<file path="src/rtl/pwl_remap_pipe.sv">
// Three-stage piecewise-linear m1->m2 remapper with run-time loadable node/intercept/slope tables.
// Build option REMAP_SAT_EN: saturate the intercept+term sum to [0, 2^OUT_W-1] instead of wrapping.
module pwl_remap_pipe #(
    parameter int IN_W      = 16,
    parameter int OUT_W     = 16,
    parameter int PIECE_NUM = 42,
    parameter int ADDR_W    = 6
) (
    input  logic              clk,
    input  logic              rst,
    input  logic              in_valid,
    output logic              in_ready,
    input  logic [IN_W-1:0]   m1,
    output logic              out_valid,
    input  logic              out_ready,
    output logic [OUT_W-1:0]  m2,
    output logic              oor,
    input  logic              cfg_we,
    input  logic [1:0]        cfg_sel,
    input  logic [ADDR_W-1:0] cfg_addr,
    input  logic [IN_W-1:0]   cfg_data
);
    localparam int TW = IN_W + 4;
    localparam int SW = IN_W + 5;

    logic [IN_W-1:0] node_tab  [PIECE_NUM+1];
    logic [IN_W-1:0] icpt_tab  [PIECE_NUM];
    logic [4:0]      slope_tab [PIECE_NUM];

    // Handshake: a sample moves on valid&ready at either end. Every stage shifts
    // together whenever the output register is empty or being taken this cycle.
    logic adv;
    assign adv      = ~out_valid | out_ready;
    assign in_ready = adv;

    always_ff @(posedge clk or posedge rst) begin
        if (rst) begin
            for (int i = 0; i <= PIECE_NUM; i++) node_tab[i] <= '0;
            for (int i = 0; i < PIECE_NUM; i++) begin
                icpt_tab[i]  <= '0;
                slope_tab[i] <= '0;
            end
        end else if (cfg_we) begin
            case (cfg_sel)
                2'd0: if (int'(cfg_addr) <= PIECE_NUM) node_tab[cfg_addr] <= cfg_data;
                2'd1: if (int'(cfg_addr) < PIECE_NUM)  icpt_tab[cfg_addr] <= cfg_data;
                2'd2: if (int'(cfg_addr) < PIECE_NUM)  slope_tab[cfg_addr] <= cfg_data[4:0];
                default: ;
            endcase
        end
    end

    // Stage 1: range compares; scanning downwards leaves the lowest matching piece.
    logic [ADDR_W-1:0] k_sel;
    logic              hit;
    logic              below;
    always_comb begin
        k_sel = '0;
        hit   = 1'b0;
        for (int i = PIECE_NUM - 1; i >= 0; i--) begin
            if (node_tab[i] < m1 && m1 <= node_tab[i+1]) begin
                k_sel = ADDR_W'(i);
                hit   = 1'b1;
            end
        end
    end
    assign below = (m1 <= node_tab[0]);

    logic              s1_valid, s1_oor, s1_below;
    logic [IN_W-1:0]   s1_m1;
    logic [ADDR_W-1:0] s1_k;
    always_ff @(posedge clk or posedge rst) begin
        if (rst) begin
            s1_valid <= 1'b0;
            s1_oor   <= 1'b0;
            s1_below <= 1'b0;
            s1_m1    <= '0;
            s1_k     <= '0;
        end else if (adv) begin
            s1_valid <= in_valid;
            s1_oor   <= ~hit;
            s1_below <= below;
            s1_m1    <= m1;
            s1_k     <= k_sel;
        end
    end

    // Stage 2: table fetch and shift-slope term.
    logic [4:0]    slope_code;
    logic [TW-1:0] mag;
    logic [TW-1:0] term;
    always_comb begin
        slope_code = slope_tab[s1_k];
        mag  = slope_code[2] ? (TW'(s1_m1) << slope_code[1:0]) : (TW'(s1_m1) >> slope_code[1:0]);
        term = slope_code[4] ? '0 : (slope_code[3] ? -mag : mag);
    end

    logic            s2_valid, s2_oor, s2_below;
    logic [IN_W-1:0] s2_icpt;
    logic [TW-1:0]   s2_term;
    always_ff @(posedge clk or posedge rst) begin
        if (rst) begin
            s2_valid <= 1'b0;
            s2_oor   <= 1'b0;
            s2_below <= 1'b0;
            s2_icpt  <= '0;
            s2_term  <= '0;
        end else if (adv) begin
            s2_valid <= s1_valid;
            s2_oor   <= s1_oor;
            s2_below <= s1_below;
            s2_icpt  <= icpt_tab[s1_k];
            s2_term  <= term;
        end
    end

    // Stage 3: intercept is unsigned, term is signed; add at SW bits then reduce.
    logic [OUT_W-1:0] m2_next;
`ifdef REMAP_SAT_EN
    localparam int CW = (SW > OUT_W + 1) ? SW : OUT_W + 1;
    logic signed [SW-1:0] sum;
    logic signed [CW-1:0] sum_c;
    logic signed [CW-1:0] max_c;
    always_comb begin
        sum   = $signed(SW'(s2_icpt)) + $signed({s2_term[TW-1], s2_term});
        sum_c = CW'(sum);
        max_c = $signed({{(CW-OUT_W){1'b0}}, {OUT_W{1'b1}}});
        if (sum_c < 0)          m2_next = '0;
        else if (sum_c > max_c) m2_next = '1;
        else                    m2_next = OUT_W'(sum_c);
    end
`else
    always_comb begin
        m2_next = OUT_W'($signed(SW'(s2_icpt)) + $signed({s2_term[TW-1], s2_term}));
    end
`endif

    always_ff @(posedge clk or posedge rst) begin
        if (rst) begin
            out_valid <= 1'b0;
            m2        <= '0;
            oor       <= 1'b0;
        end else if (adv) begin
            out_valid <= s2_valid;
            oor       <= s2_oor;
            m2        <= s2_oor ? (s2_below ? '0 : '1) : m2_next;
        end
    end
endmodule

</file>
<file path="config.mk">
export PLATFORM = sky130hd
export DESIGN_NAME = pwl_remap_pipe
export DESIGN_NICKNAME = d
export VERILOG_FILES = /design/src/rtl/pwl_remap_pipe.sv
export SDC_FILE = /design/constraint.sdc
export NUM_CORES = 2
export LEC_CHECK = 0
export CAP_MARGIN = 0
export CORE_ASPECT_RATIO = 1.25
export CORE_UTILIZATION = 64
export CTS_BUF_LIST = sky130_fd_sc_hd__clkbuf_8 sky130_fd_sc_hd__clkbuf_16
export DETAILED_ROUTE_END_ITERATION = 12
export PLACE_DENSITY_LB_ADDON = 0.3
export SYNTH_ARGS = -nofsm -noshare
export SYNTH_HDL_FRONTEND = slang
export SYNTH_SLANG_ARGS = --single-unit
</file>
<file path="constraint.sdc">
create_clock -name clk -period 76 [get_ports clk]
set_clock_uncertainty 0.2 [all_clocks]
set_input_delay 15.2 -clock clk [delete_from_list [all_inputs] [get_ports clk]]
set_output_delay 15.2 -clock clk [all_outputs]
set_load 0.03 [all_outputs]
</file>
# Word level (Yosys, flattened, before mapping)
# Index checks and enable logic that the tools add are counted.
# totals
output_inout_bits,19
ff_bits,1648
word_cells,390
inputBits,45
# classes
n_bitwise,5
shifts,2
n_mux,102
n_reduce_logical,47
n_eq_ne,2
n_addsub,2
order_cmp,90
# op_table
operator,count
$bwmux 688,1
$le 16x16->1,43
$bwmux 672,1
$lt 16x16->1,42
$mux 6,42
$bwmux 210,1
$mux 16,8
$bmux 16 s6,1
$demux 16 s6,1
$logic_and 1x1->1,43
$mux 1,42
$bmux 5 s6,1
$demux 5 s6,1
$add 16x16->16,1
$neg 16->16,1
$shl 16x2->16,1
$shr 16x2->16,1
$mux 5,3
$ge 7x7->1 const B,2
$not 6->7,2
$reduce_and 3->1,3
$lt 7x1->1 const B,1
$le 6x6->1 const B,1
$lt 6x6->1 const B,1
other kinds (5),6

# Longest topological paths before layout
# logic_depth
word_depth,45
depth_mapped,18
mapped_depth_nobuf,14

# Worst setup path after synthesis
# No wires, ideal clock.
# synth_timing
kind,in2out
from,input out_ready
to,output in_ready
path_buffers,2
arrival_ns,16.126
stages,4
setup_slack_ns,44.474
required_time_ns,60.600
path_cell_list,nor2b_1 > clkinv_1 > clkbuf_1 > clkbuf_1
# synth_via
elab_chain_len,1
# synth_rtl
element,line_no,text
start: declaration,15,"input logic out_ready,"
$or 1x1->1,33,assign adv = ~out_valid | out_ready;
end: declaration,12,"output logic in_ready,"
# No other way between the ends.

# Worst setup path in the final report
# Ends and elaborated chain as after synthesis.

==> results by group <==
Run status
  – Result of the run: complete, no violations

Worst setup path
  – Data arrival, critical path: 17230 ps
  – Delay of the slowest critical-path stage: 690 ps
  – Cell class contributing the biggest share of worst-path delay: buffers and inverters
  – Worst EP required: slightly above 60000 ps
  – Type of the worst setup path: in2out
  – Critical-path top delay cell: clkdlybuf4s50_1
  – Type of element launching the critical path: primary input
  – Crit path buf inv count: 3
  – Cells along the critical path: clkdlybuf4s50_1 -> nor2b_4 -> inv_2 -> clkdlybuf4s50_1
  – Crit end category: output pin
  – Crit path top cell by count: clkdlybuf4s50_1
  – Critical path fanouts, max: 21
  – Worst reg2reg setup slack: between 60000 and 70000 ps

Synth
  – FFs w/ async S/R, synth: 100%
  – Yosys warnings: 0
  – Distinct cells, synth: 104
  – Most frequent cell after synthesis: dfrtp_1
  – Sequential share of the synthesized area: 46.4%
  – Share of Yosys cell area claimed by the top area cell type: 46.4%
  – Number of enable flip-flop cells after synthesis: 0
  – Register bit total from synthesis: 1648
  – Synth Flop Type: dfrtp_1
  – Gate count of the mapped netlist: 7255
  – Post-synthesis instance area: 88900 um2
  – Cell types with the largest area share after synthesis: dfrtp_1, mux2_2, ha_1, mux4_2, inv_1
  – Top cells by count, synth: dfrtp_1, mux2_2, ha_1
  – Net count after synthesis: 8005
  – Most area-hungry cell type in the Yosys netlist: dfrtp_1
  – Mean instance size in the synthesized netlist: 12.3 um2

Floorplanning
  – Area of the die: 140000 um2
  – Core Box Area: 138000 um2
  – DIE HEIGHT: 419 um
  – Row count: between 150 and 200
  – Die width: about 340 um
  – Initial core utilization: about 65%
  – I/O pin total: 64

Clocking
  – Post-cts sizing count: 0
  – Source-to-sink clock delay at the later pin of the worst-skew pair: approximately 830 ps
  – Post-cts hold buffer count: 0
  – Clock transition at the register clock pins on the worst setup and hold paths after CTS: about 60 ps
  – Clock tree from TritonCTS: yes
  – TritonCTS Buffers: 164
  – TritonCTS sink count: roughly 1.6k
  – Number of setup buffers added after CTS: 0
  – Root buffer cell: clkbuf_16
  – Number of levels in the clock H-tree: 4
  – Longest Clk Path Bufs: 3

Drt
  – Iteration count of the initial detailed-routing pass: 7
  – Number of nets with antenna violations after detailed routing: 0
  – DRC errors left: 0
  – Post-detailed-route via-to-cell ratio: 6.47
  – Routed length per instance: 25.6 um
  – Number of vias in the routed layout: 59.3k
  – First DRT Iteration DRCs: around 4.6k
  – Total wire length: 234000 um

Placement
  – Half-perimeter wire length of the detailed placement result: 144000 um
  – Final GP Congestion: 0.906
  – Number of input and output port buffers inserted: 63

Final layout
  – Fill cells: 9453
  – Total number of nets in the final design: 7932
  – Growth of design area from synthesis to finish: 8.59%
  – Proportion of layout cells with a drive suffix above 1: 30.7%

Timing
  – Number of setup violations in the final report: 0
  – Max frequency: a little over 0.03 GHz
  – Final number of hold-violating endpoints: 0
  – Minimum clock period after layout: 32630 ps
  – Setup repair after global routing missed its margin: false
  – Worst slew margin relative to its limit: roughly 4.6%
  – Number of slew-limit violations in the final report: 0
  – Share of the clock period used by the worst path: 42.9%
  – Setup Total Neg Slack: 0 ps
  – Measured slew at the worst slew-check pin: about 1400 ps

Power
  – Total Power: between 2 and 2.5 mW
  – Areal power density over the cells: between 20 and 25 nW/um2
  – Leak Pwr: roughly 47 nW
  – Peak supply drop: 0.0000233 V

Global route
  – Met3 GRT Util: 5.84%
  – Overall global routing resource usage: 34.0%
  – Largest net degree at the start of global routing: 184
  – Met1 layer usage reported by global route: a little over two fifths
  – Global route overflow: 0
  – Antenna violations before repair: 14
  – Number of global-route vias before repair: 61.2k
  – Gr busiest metal: met2
  – Grt met2 use: 56.4%
  – First-pass GRT wire length: 361000 um

Hold path
  – Class of the most critical hold timing path: reg2reg

Run
  – Number of max-cap violations: 0
==> registers in the layout (all words and copies together) (netlist names), 6 cells and up <==
signal and count:
m2 16, slope_tab 210, node_tab 688, s2_icpt 16, s1_k 6, s2_term 16
icpt_tab 672, s1_m1 16
==> cells in the final DEF (no fill, tap or decap), types with 27 or more instances in the layout <==
cell / instances
mux2i_1: 76
o22ai_1: 36
a211oi_1: 27
o21a_1: 82
buf_4: 112
clkbuf_8: 47
nand3_1: 74
ha_1: 704
nand4_1: 124
dfrtp_1: 1645
mux2_2: 1597
o211ai_1: 38
inv_1: 729
mux4_2: 201
clkdlybuf4s50_1: 32
a21oi_1: 206
a21o_1: 193
nand2_1: 346
clkbuf_16: 166
nor2b_1: 50
nor3_1: 43
nor2_1: 191
o21ai_0: 169
==> path summary, 6_finish.rpt <==
kind / startpoint / to / depth (start not counted)
setup / recovery: out_ready / in_ready / 4
hold / removal: s2_valid / out_valid / 1
setup reg to reg: s1_k[1] / s2_term[15] / 15
hold reg to reg: s2_valid / out_valid / 1
max in group asynchronous: rst / icpt_tab[317] / 5
min in group asynchronous: rst / icpt_tab[477] / 2
==> metrics by stage <==
step,util (%),setup WS (ps),instance area (um2),instances,hold WS [ps]
2_1_floorplan,-,14090,88900,7255,230
3_3_place_gp,66.1,43410,90900,8864,243
3_5_place_dp,66.1,43390,90900,8864,247
4_1_cts,70.2,43380,96500,9165,260
5_1_grt,70.2,43330,96500,9166,288
6_report,70.2,43370,96600,9169,257
==> logic make-up after synthesis <==
kind of cell / count (synthesis) / share of synthesized area [%]
mux: 1880 / 26.3
buf+inv: 1089 / 4.75
simple gates: 929 / 4.98
flops: 1648 / 46.4
xor+xnor: 24 / 0.236
compound gates: 980 / 7.47
fa+ha+maj: 705 / 9.93
==> per-layer routing <==
metal	vias up	wire length (um)
li1	25900	-
met1	30800	92000
met2	1887	113000
met3	681	14600
met4	18	14400
met5	-	114
==> area by class of cell <==
cell class                      instances  area [um2]  share of cell area (%)
Multi-Input combinational cell       4518       43500                    45.0
Sequential cell                      1648       41200                    42.7
Clock buffer                          213        4800                    4.97
Inverter                              700        2640                    2.73
Tap cell                             1848        2310                    2.39
Timing Repair Buffer                  150        1250                    1.30
Clock inverter                         88         821                   0.850
Antenna cell                            4        10.0                  0.0104
==> power by group <==
group | internal, mW | switching, mW
Sequential | 0.921 | 0.0352
Clock | 0.481 | 0.358
Combinational | 0.153 | 0.229
Total | 1.55 | 0.622
Note: power is estimated with default switching activity, not from simulation.
